--- src/rtl/hdlc_rx_drain_pkg.sv ---
// Shared definitions for the Hdlc receive drain: FSM states, Hdlc register
// map, status bit positions, drop command and error codes.
package hdlc_rx_drain_pkg;

  typedef enum logic [3:0] {
    IDLE,
    RD_STAT,
    W_STAT,
    RD_LEN,
    W_LEN,
    RD_BYTE,
    W_BYTE,
    PUSH,
    DROP,
    DONE
  } state_t;

  // Hdlc register addresses
  localparam logic [2:0] RX_SC   = 3'h2;
  localparam logic [2:0] RX_BUFF = 3'h3;
  localparam logic [2:0] RX_LEN  = 3'h4;

  // RX_SC bit positions
  localparam int SC_DROP_BIT      = 1;
  localparam int SC_FRAME_ERR_BIT = 2;
  localparam int SC_ABORT_BIT     = 3;
  localparam int SC_OVERFLOW_BIT  = 4;

  // Writing this to RX_SC discards the current Rx frame
  localparam logic [7:0] DROP_CMD   = 8'h02;
  localparam logic [2:0] ERR_BADLEN = 3'b111;

  // Increment that sticks at all-ones instead of wrapping
  function automatic logic [15:0] sat_inc(input logic [15:0] v);
    return (v == 16'hFFFF) ? v : v + 16'd1;
  endfunction

endpackage

--- src/rtl/hdlc_rx_drain_bus_rd.sv ---
// Single read transaction on the Hdlc register bus: pulses the read strobe
// when started, holds the address through the read latency and flags the
// cycle in which read data is valid (RD_LAT cycles after the strobe).
module hdlc_bus_rd #(
  parameter int RD_LAT = 1
) (
  input  logic       clk,
  input  logic       rst,
  input  logic       start,
  input  logic [2:0] addr,
  input  logic [7:0] bus_rdata,
  output logic [2:0] bus_addr,
  output logic       rd_en,
  output logic [7:0] rdata,
  output logic       done
);

  localparam logic [1:0] LAT_INIT = 2'(RD_LAT - 1);

  logic       busy_q, busy_d;
  logic [1:0] lat_q, lat_d;
  logic [2:0] addr_q, addr_d;

  // Latency countdown: loaded on start, done when it reaches zero
  always_comb begin
    busy_d = busy_q;
    lat_d  = lat_q;
    addr_d = addr_q;
    if (start) begin
      busy_d = 1'b1;
      lat_d  = LAT_INIT;
      addr_d = addr;
    end else if (busy_q) begin
      if (lat_q == 2'd0) begin
        busy_d = 1'b0;
      end else begin
        lat_d = lat_q - 2'd1;
      end
    end
  end

  // Transaction state registers
  always_ff @(posedge clk or posedge rst) begin
    if (rst) begin
      busy_q <= 1'b0;
      lat_q  <= 2'd0;
      addr_q <= 3'd0;
    end else begin
      busy_q <= busy_d;
      lat_q  <= lat_d;
      addr_q <= addr_d;
    end
  end

  // Strobe passes straight through so the address appears with it
  always_comb begin
    rd_en    = start;
    bus_addr = start ? addr : addr_q;
    rdata    = bus_rdata;
    done     = busy_q && (lat_q == 2'd0);
  end

endmodule

--- src/rtl/hdlc_rx_drain.sv ---
// Drains received Hdlc frames onto a valid/ready byte stream. Reads RX_SC,
// then RX_LEN, then each byte from RX_BUFF; bad frames are dropped by
// writing DROP_CMD to RX_SC and reported with frame_err/err_code.
// Optional: define HDLC_RX_DRAIN_STATS_EN for saturating good/drop counters.
module hdlc_rx_drain
  import hdlc_rx_drain_pkg::*;
#(
  parameter int MAX_LEN = 126,
  parameter int RD_LAT  = 1
) (
  input  logic        Clk,
  input  logic        Rst,
  input  logic        Rx_Ready,
  output logic [2:0]  Address,
  output logic        ReadEnable,
  output logic        WriteEnable,
  output logic [7:0]  DataIn,
  input  logic [7:0]  DataOut,
  output logic        m_valid,
  output logic [7:0]  m_data,
  output logic        m_last,
  input  logic        m_ready,
  output logic        frame_done,
  output logic        frame_err,
`ifdef HDLC_RX_DRAIN_STATS_EN
  output logic [15:0] stat_ok,
  output logic [15:0] stat_drop,
`endif
  output logic [2:0]  err_code
);

  localparam logic [7:0] MAX_LEN_B = 8'(MAX_LEN);

  state_t     state_q, state_d;
  logic [6:0] len_q, len_d;
  logic [6:0] cnt_q, cnt_d;
  logic [7:0] byte_q, byte_d;
  logic [2:0] err_q, err_d;

  logic       rd_start;
  logic [2:0] rd_addr;
  logic [2:0] rd_bus_addr;
  logic       rd_en;
  logic [7:0] rd_data;
  logic       rd_done;
  logic       last_beat;

  hdlc_bus_rd #(
    .RD_LAT(RD_LAT)
  ) u_bus_rd (
    .clk      (Clk),
    .rst      (Rst),
    .start    (rd_start),
    .addr     (rd_addr),
    .bus_rdata(DataOut),
    .bus_addr (rd_bus_addr),
    .rd_en    (rd_en),
    .rdata    (rd_data),
    .done     (rd_done)
  );

  assign last_beat = (cnt_q == (len_q - 7'd1));

  // Next-state logic: status check, length check, then byte-by-byte drain
  always_comb begin
    state_d  = state_q;
    len_d    = len_q;
    cnt_d    = cnt_q;
    byte_d   = byte_q;
    err_d    = err_q;
    rd_start = 1'b0;
    rd_addr  = RX_SC;
    case (state_q)
      IDLE: begin
        if (Rx_Ready) state_d = RD_STAT;
      end
      RD_STAT: begin
        rd_start = 1'b1;
        rd_addr  = RX_SC;
        state_d  = W_STAT;
      end
      W_STAT: begin
        if (rd_done) begin
          if (|rd_data[SC_OVERFLOW_BIT:SC_FRAME_ERR_BIT]) begin
            err_d   = rd_data[SC_OVERFLOW_BIT:SC_FRAME_ERR_BIT];
            state_d = DROP;
          end else begin
            state_d = RD_LEN;
          end
        end
      end
      RD_LEN: begin
        rd_start = 1'b1;
        rd_addr  = RX_LEN;
        state_d  = W_LEN;
      end
      W_LEN: begin
        if (rd_done) begin
          // Compare all 8 bits so oversize lengths cannot alias into range
          if ((rd_data == 8'd0) || (rd_data > MAX_LEN_B)) begin
            err_d   = ERR_BADLEN;
            state_d = DROP;
          end else begin
            len_d   = rd_data[6:0];
            cnt_d   = 7'd0;
            state_d = RD_BYTE;
          end
        end
      end
      RD_BYTE: begin
        rd_start = 1'b1;
        rd_addr  = RX_BUFF;
        state_d  = W_BYTE;
      end
      W_BYTE: begin
        if (rd_done) begin
          byte_d  = rd_data;
          state_d = PUSH;
        end
      end
      PUSH: begin
        if (m_ready) begin
          cnt_d   = cnt_q + 7'd1;
          state_d = last_beat ? DONE : RD_BYTE;
        end
      end
      DROP:    state_d = IDLE;
      DONE:    state_d = IDLE;
      default: state_d = IDLE;
    endcase
  end

  // State and frame registers
  always_ff @(posedge Clk or posedge Rst) begin
    if (Rst) begin
      state_q <= IDLE;
      len_q   <= 7'd0;
      cnt_q   <= 7'd0;
      byte_q  <= 8'd0;
      err_q   <= 3'd0;
    end else begin
      state_q <= state_d;
      len_q   <= len_d;
      cnt_q   <= cnt_d;
      byte_q  <= byte_d;
      err_q   <= err_d;
    end
  end

  // Outputs decoded from the registered state so they clear with reset
  always_comb begin
    m_valid     = (state_q == PUSH);
    m_data      = byte_q;
    m_last      = m_valid && last_beat;
    frame_done  = (state_q == DONE);
    frame_err   = (state_q == DROP);
    err_code    = frame_err ? err_q : 3'd0;
    WriteEnable = frame_err;
    DataIn      = frame_err ? DROP_CMD : 8'd0;
    ReadEnable  = rd_en;
    Address     = frame_err ? RX_SC : rd_bus_addr;
  end

`ifdef HDLC_RX_DRAIN_STATS_EN
  logic [15:0] stat_ok_q, stat_ok_d;
  logic [15:0] stat_drop_q, stat_drop_d;

  // Saturating frame counters
  always_comb begin
    stat_ok_d   = frame_done ? sat_inc(stat_ok_q) : stat_ok_q;
    stat_drop_d = frame_err ? sat_inc(stat_drop_q) : stat_drop_q;
  end

  // Counter registers
  always_ff @(posedge Clk or posedge Rst) begin
    if (Rst) begin
      stat_ok_q   <= 16'd0;
      stat_drop_q <= 16'd0;
    end else begin
      stat_ok_q   <= stat_ok_d;
      stat_drop_q <= stat_drop_d;
    end
  end

  assign stat_ok   = stat_ok_q;
  assign stat_drop = stat_drop_q;
`endif

endmodule

--- config.mk ---
export PLATFORM = sky130hd
export DESIGN_NAME = hdlc_rx_drain
export DESIGN_NICKNAME = d
export VERILOG_FILES = /design/src/rtl/hdlc_rx_drain_pkg.sv /design/src/rtl/hdlc_rx_drain_bus_rd.sv /design/src/rtl/hdlc_rx_drain.sv
export SDC_FILE = /design/constraint.sdc
export NUM_CORES = 1
export LEC_CHECK = 0
export BUFFER_PORTS_ARGS = -buffer_cell sky130_fd_sc_hd__buf_2
export CAP_MARGIN = 15
export CORE_ASPECT_RATIO = 1.2
export CORE_MARGIN = 5
export CORE_UTILIZATION = 39
export CTS_CLUSTER_DIAMETER = 80
export DETAILED_ROUTE_END_ITERATION = 7
export PLACE_DENSITY_LB_ADDON = 0.3
export SETUP_SLACK_MARGIN = 0.15
export SLEW_MARGIN = 20
export SYNTH_ARGS = -nofsm -noshare
export SYNTH_HDL_FRONTEND = slang
export SYNTH_SLANG_ARGS = --single-unit
--- constraint.sdc ---
create_clock -name Clk -period 2.2 [get_ports Clk]
set_input_delay 0.22 -clock Clk [delete_from_list [all_inputs] [get_ports Clk]]
set_output_delay 0.22 -clock Clk [all_outputs]
set_load 0.02 [all_outputs]
### Word-level counts from Yosys, hierarchy flattened

Cells that the tools add are included.

| cells by class | value |
|---|---|
| add/sub/neg operators | 3 |
| equality and inequality tests | 19 |
| mux-type cells | 30 |
| magnitude comparators | 1 |
| bitwise logic cells | 1 |
| reductions and logical operators | 17 |

Operator list:

| operator | count |
|---|---|
| $mux W4 | 8 |
| $pmux W4 S8 | 1 |
| $mux W3 | 7 |
| $mux W7 | 3 |
| $eq A4 B3 Y1 const B | 4 |
| $ne A2 B2 Y1 const B | 7 |
| $pmux W7 S2 | 1 |
| $pmux W3 S2 | 2 |
| $reduce_and A5 Y1 | 2 |
| $eq A4 B2 Y1 const B | 2 |
| $eq A4 B4 Y1 const B | 2 |
| $gt A8 B7 Y1 const B | 1 |
| $logic_not A8 Y1 | 1 |
| $mux W2 | 4 |
| $add A7 B1 Y7 const B | 1 |
| $eq A7 B7 Y1 | 1 |
| $sub A7 B1 Y7 const B | 1 |
| $reduce_bool A2 Y1 | 3 |
| $reduce_or A3 Y1 | 2 |
| $eq A4 B1 Y1 const B | 1 |
| $logic_not A4 Y1 | 1 |
| $mux W1 | 4 |
| $ne A2 B1 Y1 const B | 2 |
| $reduce_and A2 Y1 | 2 |
| other kinds (7) | 8 |

| storage, ports and cells | value |
|---|---|
| logic and storage cells | 79 |
| register bits | 35 |
| input port bits | 12 |

### Longest topological paths before layout

Gate-level depths: netlist (run 1).

| logic depth | value |
|---|---|
| word-level depth | 5 |
| depth in mapped cells | 7 |
| gate-level depth less buffers | 7 |

### Hierarchy

From an unflattened synthesis (run 1), not the netlist that was laid out.

| second synthesis, totals | value |
|---|---|
| cells, all modules | 221 |
| area, all modules | 2134.5 um^2 |

Modules (own cells, without submodules):

| module | area an instance (um^2) | seq. area each (um^2) | times used | cells each |
|---|---|---|---|---|
| hdlc_rx_drain | 1788.0 | 725.7 | 1 | 190 |
| hdlc_bus_rd | 346.6 | 150.1 | 1 | 31 |

### Worst setup path before layout (run 1)

OpenSTA, ideal clock, no wires.

| path | value |
|---|---|
| path type | register to output |
| start | reg state_q[1] |
| end | out err_code[0] |
| buffers on the path | 1 |
| stages on the path, launching flop included | 6 |
| slack | 306 ps |
| arrival | 1674 ps |
| cell sequence | dfrtp_1 -> clkbuf_1 -> nor2_1 -> nand2_1 -> nor2_1 -> and2_1 |

| on the way | value |
|---|---|
| longest elaborated chain between the ends | 2 |

RTL lines:

| element | line | source |
|---|---|---|
| start, declared | hdlc_rx_drain.sv:34 | `state_t state_q, state_d;` |
| start signal, assigned | hdlc_rx_drain.sv:142 | `state_q <= state_d;` |
| $eq A4 B4 Y1 | hdlc_rx_drain.sv:156 | `frame_err = (state_q == DROP);` |
| net WriteEnable | hdlc_rx_drain.sv:16 | `output logic WriteEnable,` |
| $mux W3 | hdlc_rx_drain.sv:157 | `err_code = frame_err ? err_q : 3'd0;` |
| end, declared | hdlc_rx_drain.sv:29 | `output logic [2:0] err_code` |

The timed path passes the listed nets, and every way through them passes these cells.

### Worst setup path after layout (run 1)

| path | value |
|---|---|
| start | reg len_q[1] |
| end | out m_last |

| on the way | value |
|---|---|
| longest elaborated chain between the ends | 3 |

RTL lines:

| element | line | source |
|---|---|---|
| start, declared | hdlc_rx_drain.sv:35 | `logic [6:0] len_q, len_d;` |
| start signal, assigned | hdlc_rx_drain.sv:143 | `len_q <= len_d;` |
| $sub A7 B1 Y7 | hdlc_rx_drain.sv:62 | `assign last_beat = (cnt_q == (len_q - 7'd1));` |
| $eq A7 B7 Y1 | hdlc_rx_drain.sv:62 |  |
| $logic_and A1 B1 Y1 | hdlc_rx_drain.sv:154 | `m_last = m_valid && last_beat;` |
| end, declared | hdlc_rx_drain.sv:21 | `output logic m_last,` |

No other way between the ends.

==> results.yml, run 1 <==
timing:
  slew_viol_final: 0
  fin_worst_skew_ns: 0.00938
  post-route-period-util_pct: 92.4
  fin_setup_tns_ns: 0
  hold_viol: 0
  finalSetupViolCount: 0
  rsz0062_at_grt: "yes"
  fin_crit_ns: 2.03
  fmax_mhz: 492
setup_path:
  crit_fanout: 3
  worstPathArrival_ns: 1.81
  critical_path_required_ns: 1.98
  critPathLaunchType: "register"
  crit_type: "register to output pin"
  crit_path_end_kind: "output pin"
clock_tree:
  cts_buffer_depth: 2
  cts.sinks: 35
  ctsHoldBuffers: 0
  clkLatencyLatePin_ns: 0.29
  cts_buffers: 5
  cts_tree: "done"
  root_buffer: "clkbuf_8"
  clk_pin_slew_ns: 0.07
  htreeDepth: 2
finish:
  design_area_um2: 2390
  seqCellArea_um2: 877
  fin_util_pct: 48.1
  finalNetCount: 260
  antenna_cells: 0
  layout-drive-gt1-share_pct: 33.3
  final_common_cell: "dfrtp_1"
  fill_cells: 487
  mostFrequentLayoutCells: "dfrtp_1, buf_2, nor2_1"
  multi_input_area_um2: 1070
  area_delta_synth_final_pct: 17.9
synth:
  synth-seq-cells: 35
  yosysTopAreaCell: "dfrtp_1"
  synth_ff_type: "dfrtp_1"
  synth_cell_types: 44
  synthTopCellsByArea: "dfrtp_1, mux2_2, xnor2_1, nor2_1, buf_4"
  synth-async-reset-ratio_pct: 100
  syn-cell-area_um2: 2030
  post_synth.cell_area_avg_um2: 9.80
  synth_edf_count: 0
  synth.top_cell.area_share_pct: 43.2
  ys_seq_area_share_pct: 43.2
  synth_cells: 207
  yosys_warnings: 0
floorplanning:
  initial_core_util_pct: 40.8
  die_area_um2: 6750
  die_width_um: 75.8
  die_y_um: 89.0
  ios: 40
  core_um2: 4970
  core.rowCount: 28
job:
  cap_viol_max_count: 0
outcome:
  status: "completed"
global_route:
  gr-total-overflow: 0
  antenna_found_initial: 0
  grtUsageTotal_pct: 14.3
  grt_pass1_vias: 1591
  grt_max_degree: 36
  grt_pass1_wl_mm: 7.41
route:
  antenna_left: 0
  wl_per_cell_um: 14.0
  drc: 0
  drt_iter0_drc: 52
  vias_per_cell: 5.25
  vias: 1608
  drtPass1Iterations: 4
  totalWireLength_mm: 4.27
placement:
  port_buffers: 32
  gp_congestion: 0.853
  dp_hpwl_mm: 3.28
  place_area_um2: 2250
worst_hold_path:
  min_path_type: "primary input to async pin"
power:
  peakVddDrop_uv: 745
  power_density_nw_per_um2: 1380
  leakagePower_uw: 0.00109
==> worst paths after layout <==
check / start / endpoint / slack (ns) / cells past startpoint
worst max-delay path: len_q[1]$_DFFE_PP0P_ / m_last / 0.17 / 7
worst min-delay path: Rst / err_q[1]$_DFFE_PP0P_ / 0.01 / 3
worst max register to register: len_q[1]$_DFFE_PP0P_ / state_q[2]$_DFFE_PP0P_ / 0.37 / 7
worst min register to register: u_bus_rd.addr_q[2]$_DFF_PP0_ / u_bus_rd.addr_q[2]$_DFF_PP0_ / 0.50 / 2
max in group asynchronous: Rst / state_q[0]$_DFFE_PP0P_ / 1.85 / 3
min in group Clk: m_ready / state_q[0]$_DFFE_PP0P_ / 0.19 / 2
==> cells by family after synthesis <==
family                   Yosys count  synth area share (%)
other                              1                 0.185
flip-flops                        35                  43.2
AND/OR/NAND/NOR                   75                  20.5
multiplexers                      16                  8.88
buffers and inverters             25                  6.54
AO/OA/AOI/OAI                     41                  14.1
XOR/XNOR                          11                  4.75
adder cells (fa/ha/maj)            3                  1.85
==> flip-flops by register name, indices dropped and copies added (netlist names) <==
signal,cells
state_q,4
m_data,8
len_q,7
u_bus_rd.busy_q,1
u_bus_rd.lat_q,2
cnt_q,7
u_bus_rd.addr_q,3
err_q,3
==> through the flow <==
stage	setup WS [ns]	cells	hold slack, ns	power (uW)
2_1_floorplan	0.306	213	0.330	2320
3_3_place_gp	0.351	297	0.340	2690
3_5_place_dp	0.301	297	0.347	2720
4_1_cts	0.143	306	0.0332	3260
5_1_grt	0.0744	306	0.0689	3590
6_report	0.167	306	0.0122	3300
==> timing repair <==
action                     CTS  global route
hold endpoints to repair     0             0
setup endpoints to repair    5             4
pin swaps                    2             3
setup buffers                1             0
gates resized for setup      3             5
==> synth_stat cells (4+ instances only) <==
master   number
dfrtp_1      35
nor2_1       25
mux2_2       16
nor3_1       12
xnor2_1      11
a21oi_1      10
buf_4         9
inv_1         9
o21ai_0       8
nand2_1       6
nand3_1       6
and2_1        4
nor2b_1       4
or2_2         4
==> power breakdown <==
group	total [uW]	internal, uW	switching, uW
logic	1610	768	844
registers	1170	908	263
clock network	519	285	234
==> routing by layer <==
layer	vias up	wire, um	share of wire (%)	track usage, %
met4	0	56	1.3	5.72
met1	779	1890	44	18.2
met2	31	2150	50	23.4
met3	5	181	4.2	3.15
met5	-	0	0	0
li1	793	-	-	-
==> layout make-up <==
cell class,count,area share (%)
sequential,35,36.7
clock buffer,7,4.03
clock inverter,1,0.314
multi-input combinational,153,44.8
tap,60,3.14
inverter,9,1.41
timing repair buffer,41,9.63
==> critical path: stages, from the launching register on <==
cell,delay (ns)
dfrtp_1,0.39
inv_1,0.12
ha_4,0.22
xnor2_2,0.13
nor4_2,0.26
nand4_1,0.14
nor2_1,0.12
buf_4,0.15
Note: power is estimated with default switching activity, not from simulation.
==> run 2, diff against run 1 <==
--- a/config.mk
+++ b/config.mk
@@ -17,4 +17,5 @@
 export SLEW_MARGIN = 20
 export SYNTH_ARGS = -nofsm -noshare
 export SYNTH_HDL_FRONTEND = slang
+export SYNTH_HIERARCHICAL = 1
 export SYNTH_SLANG_ARGS = --single-unit
==> results.yml, run 2 <==
synth:
  ys_seq_area_share_pct: 41.0
  post_synth.cell_area_avg_um2: 9.66
  synth_ff_type: "dfrtp_1"
  synth.most_common_cell: "dfrtp_1"
  yosysTopAreaCell: "dfrtp_1"
  synth_cell_types: 49
  syn-cell-area_um2: 2130
  synthTopCellsByArea: "dfrtp_1, mux2_2, buf_4, a21oi_1, o21ai_0"
  synth_edf_count: 0
  synth_commonest_cells: "dfrtp_1, buf_4, mux2_2"
  synth-seq-cells: 35
  synth-async-reset-ratio_pct: 100
  yosys_warnings: 6
  synth_cells: 221
  synth.top_cell.area_share_pct: 41.0
clock_tree:
  cts_buffers: 5
  clkLatencyLatePin_ns: 0.29
  clk_pin_slew_ns: 0.08
  cts.sinks: 35
  cts_tree: "done"
  root_buffer: "clkbuf_8"
  htreeDepth: 2
  cts_buffer_depth: 2
timing:
  fin_crit_ns: 2.34
  hold_viol: 0
  post-route-period-util_pct: 106
  layout_setup_ws_ns: -0.136
  rsz0062_at_grt: "yes"
  slew_viol_final: 0
  fin_setup_tns_ns: -0.136
  fin_worst_skew_ns: 0.00786
  finalSetupViolCount: 1
  fmax_mhz: 428
route:
  antenna_left: 0
  drtPass1Iterations: 4
  vias_per_cell: 5.37
  wl_met3_um: 176
  drt_iter0_drc: 62
  drc: 0
  met2_length_mm: 2.53
  wl_per_cell_um: 14.9
  vias: 1766
  m1WireLength_mm: 2.09
  highest_layer: "met4"
  totalWireLength_mm: 4.90
setup_path:
  crit_fanout: 4
  crit_chain: "or4_1 -> a31oi_2 -> o31ai_2 -> a2111oi_4 -> buf_4"
  timing.rr.end: "cnt_q[6]$_DFFE_PP0P_"
  critical_path_required_ns: 1.98
  cp_top_family: "compound AO/OA/AOI/OAI gates"
  reg2reg_from: "u_bus_rd/lat_q[1]$_DFFE_PP0P_"
  slowest_delay_ns: 0.55
  crit_path_end_kind: "output pin"
  critPathLaunchType: "register"
  cp_slowest_cell: "or4_1"
  crit_type: "register to output pin"
  path_buf_inv: 1
  reg2reg_slack_ns: 0.25
  rr_worst_depth: 9
  worstPathArrival_ns: 2.12
floorplanning:
  core_um2: 5300
  die_width_um: 77.5
  die_y_um: 91.0
  ios: 40
  die_area_um2: 7060
  initial_core_util_pct: 40.3
  core.rowCount: 29
placement:
  gp_congestion: 0.790
  port_buffers: 32
  dp_hpwl_mm: 3.35
  placed_cells: 306
worst_hold_path:
  min_to: "m_data[7]$_DFFE_PP0P_"
  min_path_type: "primary input to register"
  hold_start: "DataOut[7]"
  whs_path_depth: 2
global_route:
  grtUsageTotal_pct: 14.0
  antenna_found_initial: 0
  gr-total-overflow: 0
  grt_pass1_vias: 1722
  grt_pass1_wl_mm: 8.22
  grt_max_degree: 30
power:
  power_density_nw_per_um2: 451
  switching_share_pct: 25.5
  comb_power_share_pct: 6.0
  clock_power_share_pct: 39.5
  power_frac_seq_pct: 54.5
  p_int_uw: 893
  peakVddDrop_uv: 420
  p_sw_uw: 305
  leakagePower_uw: 0.00124
finish:
  largest_reg_flops: 8
  layout-drive-gt1-share_pct: 44.2
  area_delta_synth_final_pct: 24.6
  finalNetCount: 281
  instances_no_fill: 329
  final_common_cell: "dfrtp_1"
  antenna_cells: 0
  mostFrequentLayoutCells: "dfrtp_1, buf_2, buf_4"
outcome:
  violations: "setup timing"
  status: "finished, violations left"
job:
  cap_viol_max_count: 0
-- run 2: cell types whose count changed after synthesis, sizes merged, moves of 5 or more --
cell	delta
buf	+14
nor2	-12
or3	+10
xnor2	-7
nor3	-6
o21ai	+5
-- run 2: metal layers --
metal	GRT usage [%]	vias to the layer above
met5	0	-
met4	5.16	0
met3	2.48	8
met2	23.7	43
met1	17.7	863
li1	-	852
-- run 2: worst max-delay path by stage --
| stage | slack (ns) | from | depth (start not counted) | end |
|---|---|---|---|---|
| floorplan | 0.19 | len_q[0]$_DFFE_PP0P_ | 7 | state_q[3]$_DFFE_PP0P_ |
| global placement | 0.07 | len_q[0]$_DFFE_PP0P_ | 7 | m_last |
| detailed placement | -0.03 | len_q[0]$_DFFE_PP0P_ | 7 | m_last |
| CTS | -0.16 | len_q[0]$_DFFE_PP0P_ | 5 | m_last |
| global route | -0.26 | len_q[0]$_DFFE_PP0P_ | 5 | m_last |
| finish | -0.14 | len_q[0]$_DFFE_PP0P_ | 5 | m_last |
-- run 2: area by class of cell --
type	count	area (um2)
Tap cell	62	77.6
Inverter	11	41.3
Sequential cell	35	881
Clock buffer	5	68.8
Timing Repair Buffer	60	395
Clock inverter	3	20.0
Multi-Input combinational cell	153	1170
Fill cell	510	2640
-- run 2: power by group through the flow --
stage          clock network (uW)  registers, uW  logic [uW]
3_3_place_gp                    0            666        71.6
6_report                      473            653        72.0
2_1_floorplan                   0            676        54.3
3_5_place_dp                    0            666        72.2
5_1_grt                       511            655        79.9
4_1_cts                       484            653        73.6
-- run 2: repair_timing --
action | in CTS | in global routing
endpoints found under the setup margin | 5 | 14
gates cloned | 0 | 2
endpoints found under the hold margin | 6 | 0
hold buffers | 1 | 0
setup buffers | 9 | 3
pin swaps | 4 | 5
gates resized for setup | 18 | 20
-- run 2: cells by family after synthesis --
| logic type | count (synthesis) | share of synthesized area [%] |
|---|---|---|
| buffers and inverters | 39 | 11.1 |
| multiplexers | 20 | 10.4 |
| other | 1 | 0.176 |
| XOR/XNOR | 7 | 2.87 |
| AND/OR/NAND/NOR | 74 | 20.4 |
| AO/OA/AOI/OAI | 42 | 12.3 |
| flip-flops | 35 | 41.0 |
| adder cells (fa/ha/maj) | 3 | 1.76 |
-- run 2: metrics by stage --
stage / setup WS [ns] / cell area [um2] / total power, uW / hold slack [ns] / util [%]
after floorplan: 0.189 / 2170 / 730 / 0.0110 / -
after global placement: 0.0674 / 2310 / 737 / 0.148 / 43.6
after detailed placement: -0.0308 / 2310 / 738 / 0.155 / 43.6
after CTS: -0.157 / 2540 / 1210 / 0.178 / 48.0
after global routing: -0.257 / 2660 / 1250 / 0.196 / 50.2
final: -0.136 / 2660 / 1200 / 0.185 / 50.2
==> run 3, diff against run 2 <==
--- a/config.mk
+++ b/config.mk
@@ -10,6 +10,7 @@
 export CORE_ASPECT_RATIO = 1.2
 export CORE_MARGIN = 5
 export CORE_UTILIZATION = 39
+export CTS_BUF_LIST = sky130_fd_sc_hd__clkbuf_16
 export CTS_CLUSTER_DIAMETER = 80
 export DETAILED_ROUTE_END_ITERATION = 7
 export PLACE_DENSITY_LB_ADDON = 0.3
==> results.yml, run 3 (synthesis gave the netlist of run 2 again) <==
setup_path:
  timing.rr.end: "cnt_q[4]$_DFFE_PP0P_"
  critPathLaunchType: "register"
  worstPathArrival_ns: 2.14
  crit_path_end_kind: "output pin"
  crit_fanout: 6
  crit_type: "register to output pin"
  reg2reg_from: "state_q[3]$_DFFE_PP0P_"
  reg2reg_slack_ns: 0.25
  endpoint: "m_last"
  rr_worst_depth: 7
  cp-startpoint: "len_q[1]$_DFFE_PP0P_"
  critical_path_required_ns: 1.98
floorplanning:
  ios: 40
  core_um2: 5300
  die_area_um2: 7060
  initial_core_util_pct: 40.3
  core.rowCount: 29
  die_width_um: 77.5
  die_y_um: 91.0
timing:
  fin_worst_skew_ns: 0.00438
  slew_viol_final: 0
  fin_setup_tns_ns: -0.156
  rsz0062_at_grt: "yes"
  max_slew_margin_pct: 65.5
  fin_crit_ns: 2.36
  finalSetupViolCount: 1
  hold_viol: 0
  layout_setup_ws_ns: -0.156
  tightestPinTransition_ns: 0.514
  post-route-period-util_pct: 107
  fmax_mhz: 424
finish:
  seqCellArea_um2: 881
  finalNetCount: 282
  mostFrequentLayoutCells: "dfrtp_1, buf_2, buf_4"
  fill_cells: 492
  layout-drive-gt1-share_pct: 45.9
  multi_input_area_um2: 1210
  area_delta_synth_final_pct: 28.9
  final_common_cell: "dfrtp_1"
  largest_reg_flops: 8
  antenna_cells: 0
  instances_no_fill: 330
  design_area_um2: 2750
placement:
  port_buffers: 32
  placed_cells: 306
  gp_congestion: 0.790
  dpl_worst_slack_ns: -0.0308
  place_area_um2: 2310
  dp_hpwl_mm: 3.35
global_route:
  grt_pass1_wl_mm: 8.35
  antenna_found_initial: 0
  gr-total-overflow: 0
  grt_max_degree: 30
  grtUsageTotal_pct: 14.3
  grt_pass1_vias: 1758
clock_tree:
  cts.sinks: 35
  htreeDepth: 2
  root_buffer: "clkbuf_16"
  cts_tree: "done"
  cts_buffers: 5
  cts_buffer_depth: 2
  clkLatencyLatePin_ns: 0.28
  clk_pin_slew_ns: 0.06
route:
  vias: 1783
  drtPass1Iterations: 4
  totalWireLength_mm: 5.01
  vias_per_cell: 5.40
  drc: 0
  drt_iter0_drc: 56
  antenna_left: 0
  wl_per_cell_um: 15.2
worst_hold_path:
  min_path_type: "primary input to register"
  whs_path_depth: 2
outcome:
  status: "finished, violations left"
  violations: "setup timing"
power:
  peakVddDrop_uv: 490
  leakagePower_uw: 0.00127
  finalPower_uw: 1420
  power_density_nw_per_um2: 517
job:
  cap_viol_max_count: 0
[run 3: final cells by class]
cell class | count | area share (%)
multi-input combinational | 153 | 44.0
timing repair buffer | 61 | 14.4
inverter | 11 | 1.50
clock buffer | 5 | 4.55
tap | 62 | 2.82
sequential | 35 | 32.0
clock inverter | 3 | 0.728
[run 3: per-stage QoR]
step	hold WS, ns	utilization [%]
after global routing	0.211	51.9
after detailed placement	0.155	43.6
after CTS	0.190	48.6
after global placement	0.148	43.6
final	0.193	51.9
after floorplan	0.0110	-
[run 3: power by group]
| part | leakage, uW | internal (uW) | switching, uW | total, uW |
|---|---|---|---|---|
| Sequential | 0.000430 | 651 | 3.14 | 655 |
| Combinational | 0.000771 | 22.3 | 50.3 | 72.6 |
| Clock | 0.0000658 | 417 | 279 | 696 |
[run 3: how the worst min path moves through the flow]
| stage | from | end | slack (ns) |
|---|---|---|---|
| 2_1_floorplan | Rst | u_bus_rd/addr_q[0]$_DFF_PP0_ | 0.01 |
| 3_3_place_gp | Rst | u_bus_rd/addr_q[2]$_DFF_PP0_ | 0.15 |
| 5_1_grt | DataOut[7] | m_data[7]$_DFFE_PP0P_ | 0.21 |
| 6_report | DataOut[7] | m_data[7]$_DFFE_PP0P_ | 0.19 |
| 3_5_place_dp | Rst | u_bus_rd/addr_q[2]$_DFF_PP0_ | 0.15 |
| 4_1_cts | DataOut[7] | m_data[7]$_DFFE_PP0P_ | 0.19 |
[run 3: repair_timing]
action | in CTS | in global routing
hold buffers | 1 | 0
gates resized for setup | 14 | 28
buffers inserted | 8 | 6
pin swaps | 3 | 14
cloned | 0 | 1
setup endpoints to repair | 4 | 15
hold endpoints to repair | 6 | 0
[run 3: metal layers]
layer / global-route usage, % / wire length, um / vias to the layer above
li1: - / - / 855
met1: 17.7 / 2140 / 876
met2: 24.2 / 2590 / 42
met3: 2.77 / 171 / 10
met4: 6.02 / 113 / 0
met5: 0 / 0 / -
[run 3: worst max-delay path: stages, from the launching register on]
cell and delay (ns):
dfrtp_1 0.41, inv_2 0.08, ha_4 0.18, o21ba_4 0.19, a221oi_2 0.28, o221ai_2 0.18
a2111oi_4 0.33, buf_4 0.20
